==> config.mk <==
export PLATFORM = sky130hd
export DESIGN_NAME = cp0
export DESIGN_NICKNAME = d
export VERILOG_FILES = /design/src/rtl/cp0_pkg.sv /design/src/rtl/cp0_req.sv /design/src/rtl/cp0.sv
export SDC_FILE = /design/constraint.sdc
export NUM_CORES = 1
export LEC_CHECK = 0
export ABC_AREA = 0
export CORE_MARGIN = 4
export CORE_UTILIZATION = 35
export DETAILED_ROUTE_END_ITERATION = 12
export HOLD_SLACK_MARGIN = 0.1
export PLACE_DENSITY = 0.87
export REMOVE_ABC_BUFFERS = 1
export SLEW_MARGIN = 20
export SYNTH_ARGS = -nofsm -noshare
export SYNTH_HDL_FRONTEND = slang
export SYNTH_HIERARCHICAL = 1
export SYNTH_SLANG_ARGS = --single-unit
==> constraint.sdc <==
create_clock -name clk -period 1.9 [get_ports clk]
set_input_delay 0.38 -clock clk [delete_from_list [all_inputs] [get_ports clk]]
set_output_delay 0.38 -clock clk [all_outputs]
set_load 0.02 [all_outputs]
==> src/rtl/cp0_pkg.sv <==
// Shared CP0 definitions: register numbers, exception codes and Status/Cause field positions.
// The pipeline exception-stage blocks use the same exception codes.
package cp0_pkg;

    localparam logic [4:0] REG_BADVADDR = 5'd8;
    localparam logic [4:0] REG_SR       = 5'd12;
    localparam logic [4:0] REG_CAUSE    = 5'd13;
    localparam logic [4:0] REG_EPC      = 5'd14;
    localparam logic [4:0] REG_PRID     = 5'd15;

    localparam logic [4:0] EXC_INT  = 5'd0;
    localparam logic [4:0] EXC_ADEL = 5'd4;
    localparam logic [4:0] EXC_ADES = 5'd5;
    localparam logic [4:0] EXC_RI   = 5'd10;
    localparam logic [4:0] EXC_OV   = 5'd12;

    localparam int SR_IE        = 0;
    localparam int SR_EXL       = 1;
    localparam int SR_IM_LO     = 10;
    localparam int SR_IM_HI     = 15;
    localparam int CAUSE_EXC_LO = 2;
    localparam int CAUSE_EXC_HI = 6;
    localparam int CAUSE_IP_LO  = 10;
    localparam int CAUSE_IP_HI  = 15;
    localparam int CAUSE_BD     = 31;

    // A delay-slot instruction restarts at its branch, one word earlier.
    function automatic logic [31:0] epc_target(input logic [31:0] pc, input logic bd);
        return (bd ? pc - 32'd4 : pc) & ~32'd3;
    endfunction

endpackage

==> src/rtl/cp0_req.sv <==
// Combinational exception/interrupt arbitration for CP0; the interrupt wins over
// a simultaneous exception and everything is masked while EXL is set or in reset.
module cp0_req
    import cp0_pkg::*;
(
    input  logic       active,
    input  logic [4:0] exccode,
    input  logic [5:0] hwint,
    input  logic [5:0] im,
    input  logic       ie,
    input  logic       exl,
    output logic       int_req,
    output logic       exc_req,
    output logic       req,
    output logic [4:0] exccode_sel
);

    assign int_req     = active & (|(hwint & im)) & ie & ~exl;
    assign exc_req     = active & (exccode != EXC_INT) & ~exl;
    assign req         = int_req | exc_req;
    assign exccode_sel = int_req ? EXC_INT : exccode;

endmodule

==> src/rtl/cp0.sv <==
// Coprocessor 0: Status/Cause/EPC/PRId, exception entry and eret.
// Define CP0_BADVADDR_EN to add the BadVAddr register (reg 8).
module cp0
    import cp0_pkg::*;
#(
    parameter logic [31:0] PRID_VAL   = 32'h0000_2020,
    parameter logic [31:0] HANDLER_PC = 32'h0000_4180
) (
    input  logic        clk,
    input  logic        reset_n,
    input  logic [4:0]  exccode_m,
    input  logic        bd_m,
    input  logic [31:0] pc_m,
    input  logic [31:0] badaddr_m,
    input  logic [5:0]  hwint,
    input  logic [4:0]  addr,
    input  logic        we,
    input  logic [31:0] din,
    input  logic        eret,
    output logic [31:0] dout,
    output logic        req,
    output logic [31:0] epc,
    output logic [31:0] handler_pc
);

    logic [5:0]  im;
    logic        exl;
    logic        ie;
    logic        bd;
    logic [5:0]  ip;
    logic [4:0]  exc_code;
    logic [31:0] epc_q;
    logic        int_req;
    logic        exc_req;
    logic [4:0]  exccode_sel;
    logic [31:0] sr_val;
    logic [31:0] cause_val;
    logic [31:0] badvaddr_val;

    cp0_req u_req (
        .active      (reset_n),
        .exccode     (exccode_m),
        .hwint       (hwint),
        .im          (im),
        .ie          (ie),
        .exl         (exl),
        .int_req     (int_req),
        .exc_req     (exc_req),
        .req         (req),
        .exccode_sel (exccode_sel)
    );

    // Exception entry takes precedence over eret and drops any mtc0 in the same cycle.
    always_ff @(posedge clk or negedge reset_n) begin
        if (!reset_n) begin
            im       <= '0;
            exl      <= 1'b0;
            ie       <= 1'b0;
            bd       <= 1'b0;
            ip       <= '0;
            exc_code <= '0;
            epc_q    <= '0;
        end else begin
            ip <= hwint;
            if (req) begin
                exl      <= 1'b1;
                exc_code <= exccode_sel;
                bd       <= bd_m;
                epc_q    <= epc_target(pc_m, bd_m);
            end else begin
                if (eret)
                    exl <= 1'b0;
                if (we && addr == REG_SR) begin
                    im  <= din[SR_IM_HI:SR_IM_LO];
                    exl <= din[SR_EXL];
                    ie  <= din[SR_IE];
                end
                if (we && addr == REG_EPC)
                    epc_q <= {din[31:2], 2'b00};
            end
        end
    end

`ifdef CP0_BADVADDR_EN
    logic [31:0] badvaddr_q;

    always_ff @(posedge clk or negedge reset_n) begin
        if (!reset_n)
            badvaddr_q <= '0;
        else if (exc_req && !int_req && (exccode_m == EXC_ADEL || exccode_m == EXC_ADES))
            badvaddr_q <= badaddr_m;
    end

    assign badvaddr_val = badvaddr_q;
`else
    logic unused_badaddr;
    assign unused_badaddr = ^badaddr_m;
    assign badvaddr_val   = '0;
`endif

    always_comb begin
        sr_val                     = '0;
        sr_val[SR_IM_HI:SR_IM_LO]  = im;
        sr_val[SR_EXL]             = exl;
        sr_val[SR_IE]              = ie;
        cause_val                         = '0;
        cause_val[CAUSE_BD]               = bd;
        cause_val[CAUSE_IP_HI:CAUSE_IP_LO] = ip;
        cause_val[CAUSE_EXC_HI:CAUSE_EXC_LO] = exc_code;
    end

    always_comb begin
        case (addr)
            REG_BADVADDR: dout = badvaddr_val;
            REG_SR:       dout = sr_val;
            REG_CAUSE:    dout = cause_val;
            REG_EPC:      dout = epc_q;
            REG_PRID:     dout = PRID_VAL;
            default:      dout = '0;
        endcase
    end

    assign epc        = epc_q;
    assign handler_pc = HANDLER_PC;

endmodule
# After elaboration in Yosys (flattened, before gate mapping)
# Cells that the tools add are included.
[op_classes] addsub=1 eq_ne=4 mux=8 bitwise_logic=9 n_reduce_logical=7
[op_table] operator="$pmux 32 s4" n=1
[op_table] operator="$mux 32" n=3
[op_table] operator="$sub 32x3->32 const B" n=1
[op_table] operator="$eq 5x4->1 const B" n=4
[op_table] operator="$and 6x6->6" n=1
[op_table] operator="$reduce_or 6->1" n=1
[op_table] operator="$and 1x1->1" n=5
[op_table] operator="$mux 5" n=1
[op_table] operator="$reduce_bool 5->1" n=1
[op_table] operator="$mux 1" n=3
[op_table] operator="$reduce_bool 3->1" n=1
[op_table] operator="$logic_and 1x1->1" n=2
[op_table] operator="$not 1->1" n=2
[op_table] operator="$reduce_and 2->1" n=1
[op_table] operator="$reduce_bool 2->1" n=1
[op_table] operator="$or 1x1->1" n=1
[totals] register_bits=52 inputBits=117

# Logic depth before layout (Yosys ltp)
[depth] ltp_word=8 ltp_mapped=8 mapped_depth_nobuf=7

# By module
# The synthesis kept the hierarchy.
[modules_own_cells] module="cp0" n_inst=1 cells_per_inst=382 area_per_inst_um2=3437.0
[modules_own_cells] module="cp0_req" n_inst=1 cells_per_inst=15 area_per_inst_um2=127.6

# Least setup slack after synthesis
# OpenSTA, ideal clock, no wires.
[synth_path] path_type="in2reg" startpoint="in pc_m[20]" endpoint="reg epc_q[28], in the netlist epc[28]" setup_ps=82 t_arrival_ps=2240 required_time_ps=1818 path_slack_ps=-422 stages=6 n_path_buf=2 path_cell_list="or4_1 > buf_2 > or4_4 > buf_6 > or4_1 > a31oi_1"
[synth_via] elab_chain_len=3
[synth_lines] item="start, declared" line="cp0.sv:13" text="input logic [31:0] pc_m,"
[synth_lines] item="$sub 32x3->32" line="cp0_pkg.sv:29" text="return (bd ? pc - 32'd4 : pc) & ~32'd3;"
[synth_lines] item="$mux 32" line="cp0_pkg.sv:29"
[synth_lines] item="$mux 32" line="cp0.sv:65" text="if (req) begin"
[synth_lines] item="end signal, assigned" line="cp0.sv:69" text="epc_q <= epc_target(pc_m, bd_m);"
[synth_lines] item="end signal, assigned" line="cp0.sv:79" text="epc_q <= {din[31:2], 2'b00};"
[synth_lines] item="end, declared" line="cp0.sv:32" text="logic [31:0] epc_q;"
# No other way between the ends.
# A chain may end at the register's enable or synchronous reset.

# Worst setup path after layout
[layout_path] startpoint="in pc_m[14]" endpoint="reg epc_q[19], in the netlist epc[19]"
# The elaborated chain is that of the path after synthesis.

==> flow_metrics.py <==
metrics = {
    "outcome": {
        "status": "finished with violations",
        "violations": "setup timing",
    },
    "clocking": {
        "clock-root-buffer": "clkbuf_8",
        "cts_tree": "done",
        "cts.sinks": 50,
        "cts_buffers": 5,
        "insertion_delay_ps": 310,
        "cts_max_path_buffers": 2,
        "clk_pin_slew_worst_paths_ps": 110,
        "h-tree-depth": 2,
        "cts_hold_buffers": 0,
    },
    "route": {
        "post-route-drc-count": 0,
        "via_per_inst": 5.320,
        "detail_route.wl_per_cell_um": 18.39,
        "firstDrtPassIters": 4,
        "vias": 4059,
        "ant_nets": 0,
        "wl_um": 14030,
        "drt_iter0_drc": 179,
    },
    "placement": {
        "placed_cell_area_mm2": 0.005623,
        "gp_congestion": 0.7923,
        "post-place-ws_ps": -1032,
        "dp_cells": 726,
        "dp_hpwl_um": 9749,
        "port_buffers": 145,
    },
    "sta": {
        "tightest_slew_ps": 683.3,
        "max_slew_margin": 0.5445,
        "max_freq_mhz": 461.0,
        "finClkSkew_ps": 18.19,
        "worst_slack_ps": -269.3,
        "finalCriticalPeriod_ps": 2169,
        "period_share": 1.142,
        "rsz0062_at_grt": "true",
        "setup_viol": 22,
        "hold_viol_final": 0,
        "drv_slew": 0,
    },
    "global_routing": {
        "antenna_found_initial": 0,
        "grt_overflow_total": 0,
        "grt_pass1_vias": 4146,
        "grtUsageTotal": 0.2270,
        "grt_pass1_wl_um": 21310,
        "grt_max_degree": 51,
    },
    "logic_synthesis": {
        "ys_warn_count": 6,
        "synth.cell_area_mm2": 0.003561,
        "synth_area_per_cell_um2": 8.992,
        "syn_inst": 396,
    },
    "critical_path": {
        "crit_fanout": 4,
        "worstPathRequired_ps": 2090,
        "cp-start-kind": "input pin",
        "critical_path_class": "in -> reg",
        "crit_path_end_kind": "flop",
        "critPathArrivalTime_ps": 2360,
    },
    "floorplanning": {
        "chipHeight_um": 108.9,
        "core_mm2": 0.009819,
        "rows": 36,
        "pin_count": 214,
        "floorplan.die.width_um": 108.9,
        "dieArea_mm2": 0.01185,
        "start_util": 0.3626,
    },
    "finish": {
        "diodes": 0,
        "final_common_cell": "buf_4",
        "nets": 747,
        "mostFrequentLayoutCells": "buf_4 (87), clkdlybuf4s50_1 (75), dfrtp_1 (50)",
        "design_area_mm2": 0.006096,
        "fillers": 848,
        "syn2layout_area_growth_pct": 71.19,
        "layout-drive-gt1-share": 0.3667,
        "ff_latch_area_mm2": 0.001251,
        "instances_no_fill": 763,
        "multiInputGateArea_mm2": 0.002293,
    },
    "flow_run": {
        "cap_violations": 0,
    },
    "power": {
        "powerDensity_mw_per_mm2": 635.9,
        "ir_drop_mv": 0.3696,
        "leakage_nw": 2.842,
    },
    "worst_hold_path": {
        "hold_class": "in -> async",
    },
}
-- power by group --
part | total, mW | internal (mW) | switching (mW)
Combinational | 1.71 | 0.881 | 0.831
Sequential | 1.49 | 1.30 | 0.191
Clock | 0.675 | 0.267 | 0.408
-- per-stage QoR --
stage	hold WS (ps)	total power [mW]	utilization	setup TNS, ps
after floorplan	84.41	2.194	-	-84840
after global placement	492.4	3.059	0.5726	-47160
after detailed placement	500.1	3.102	0.5726	-48900
after CTS	265.2	3.812	0.6069	-3002
after global routing	280.1	4.069	0.6208	-3879
final	233.6	3.876	0.6208	-2961
-- sequential cells by signal (all words and copies together) (netlist names) --
name and count:
bd 1, epc 30, exc_code 5, exl 1, ie 1, im 6
ip 6
-- final timing paths --
path                                               from                      end  slack (ps)  cells past startpoint
worst min-delay path                            reset_n           ie$_DFFE_PN0P_         230                      2
worst min register to register  exc_code[4]$_DFFE_PN0P_  exc_code[4]$_DFFE_PN0P_         520                      1
min in group clk                               hwint[4]          ip[4]$_DFF_PN0_         330                      1
worst max-delay path                           pc_m[14]      epc[19]$_DFFE_PN0P_        -270                      9
max in group asynchronous                       reset_n           bd$_DFFE_PN0P_        1200                      2
worst max register to register        im[2]$_DFFE_PN0P_      epc[31]$_DFFE_PN0P_         -90                      8
-- worst max-delay path, cell delays in order --
cell and delay (ps):
buf_6 90, or4_4 550, buf_6 140, or4_4 420, buf_4 150, buf_6 120, buf_4 150, o31ai_4 250
a31oi_4 110
-- timing repair --
item / in CTS / in global routing
setup endpoints to repair: 76 / 47
cloned: 3 / 1
pin swaps: 38 / 14
setup buffers: 21 / 5
gates resized for setup: 261 / 42
-- cell type report --
cell class | count | area share
Tap cell | 133 | 0.02730
Clock inverter | 3 | 0.004105
Timing Repair Buffer | 258 | 0.3727
Sequential cell | 50 | 0.2053
Clock buffer | 5 | 0.01129
Inverter | 5 | 0.003079
Multi-Input combinational cell | 309 | 0.3762
-- metal layers --
| layer | vias to the layer above | global-route usage | wire, um |
|---|---|---|---|
| met5 | - | 0 | 0 |
| met2 | 175 | 0.3961 | 7165 |
| li1 | 1892 | - | - |
| met3 | 20 | 0.03908 | 908 |
| met4 | 0 | 0.06402 | 256 |
| met1 | 1972 | 0.2875 | 5704 |
Note: power is estimated with default switching activity, not from simulation.
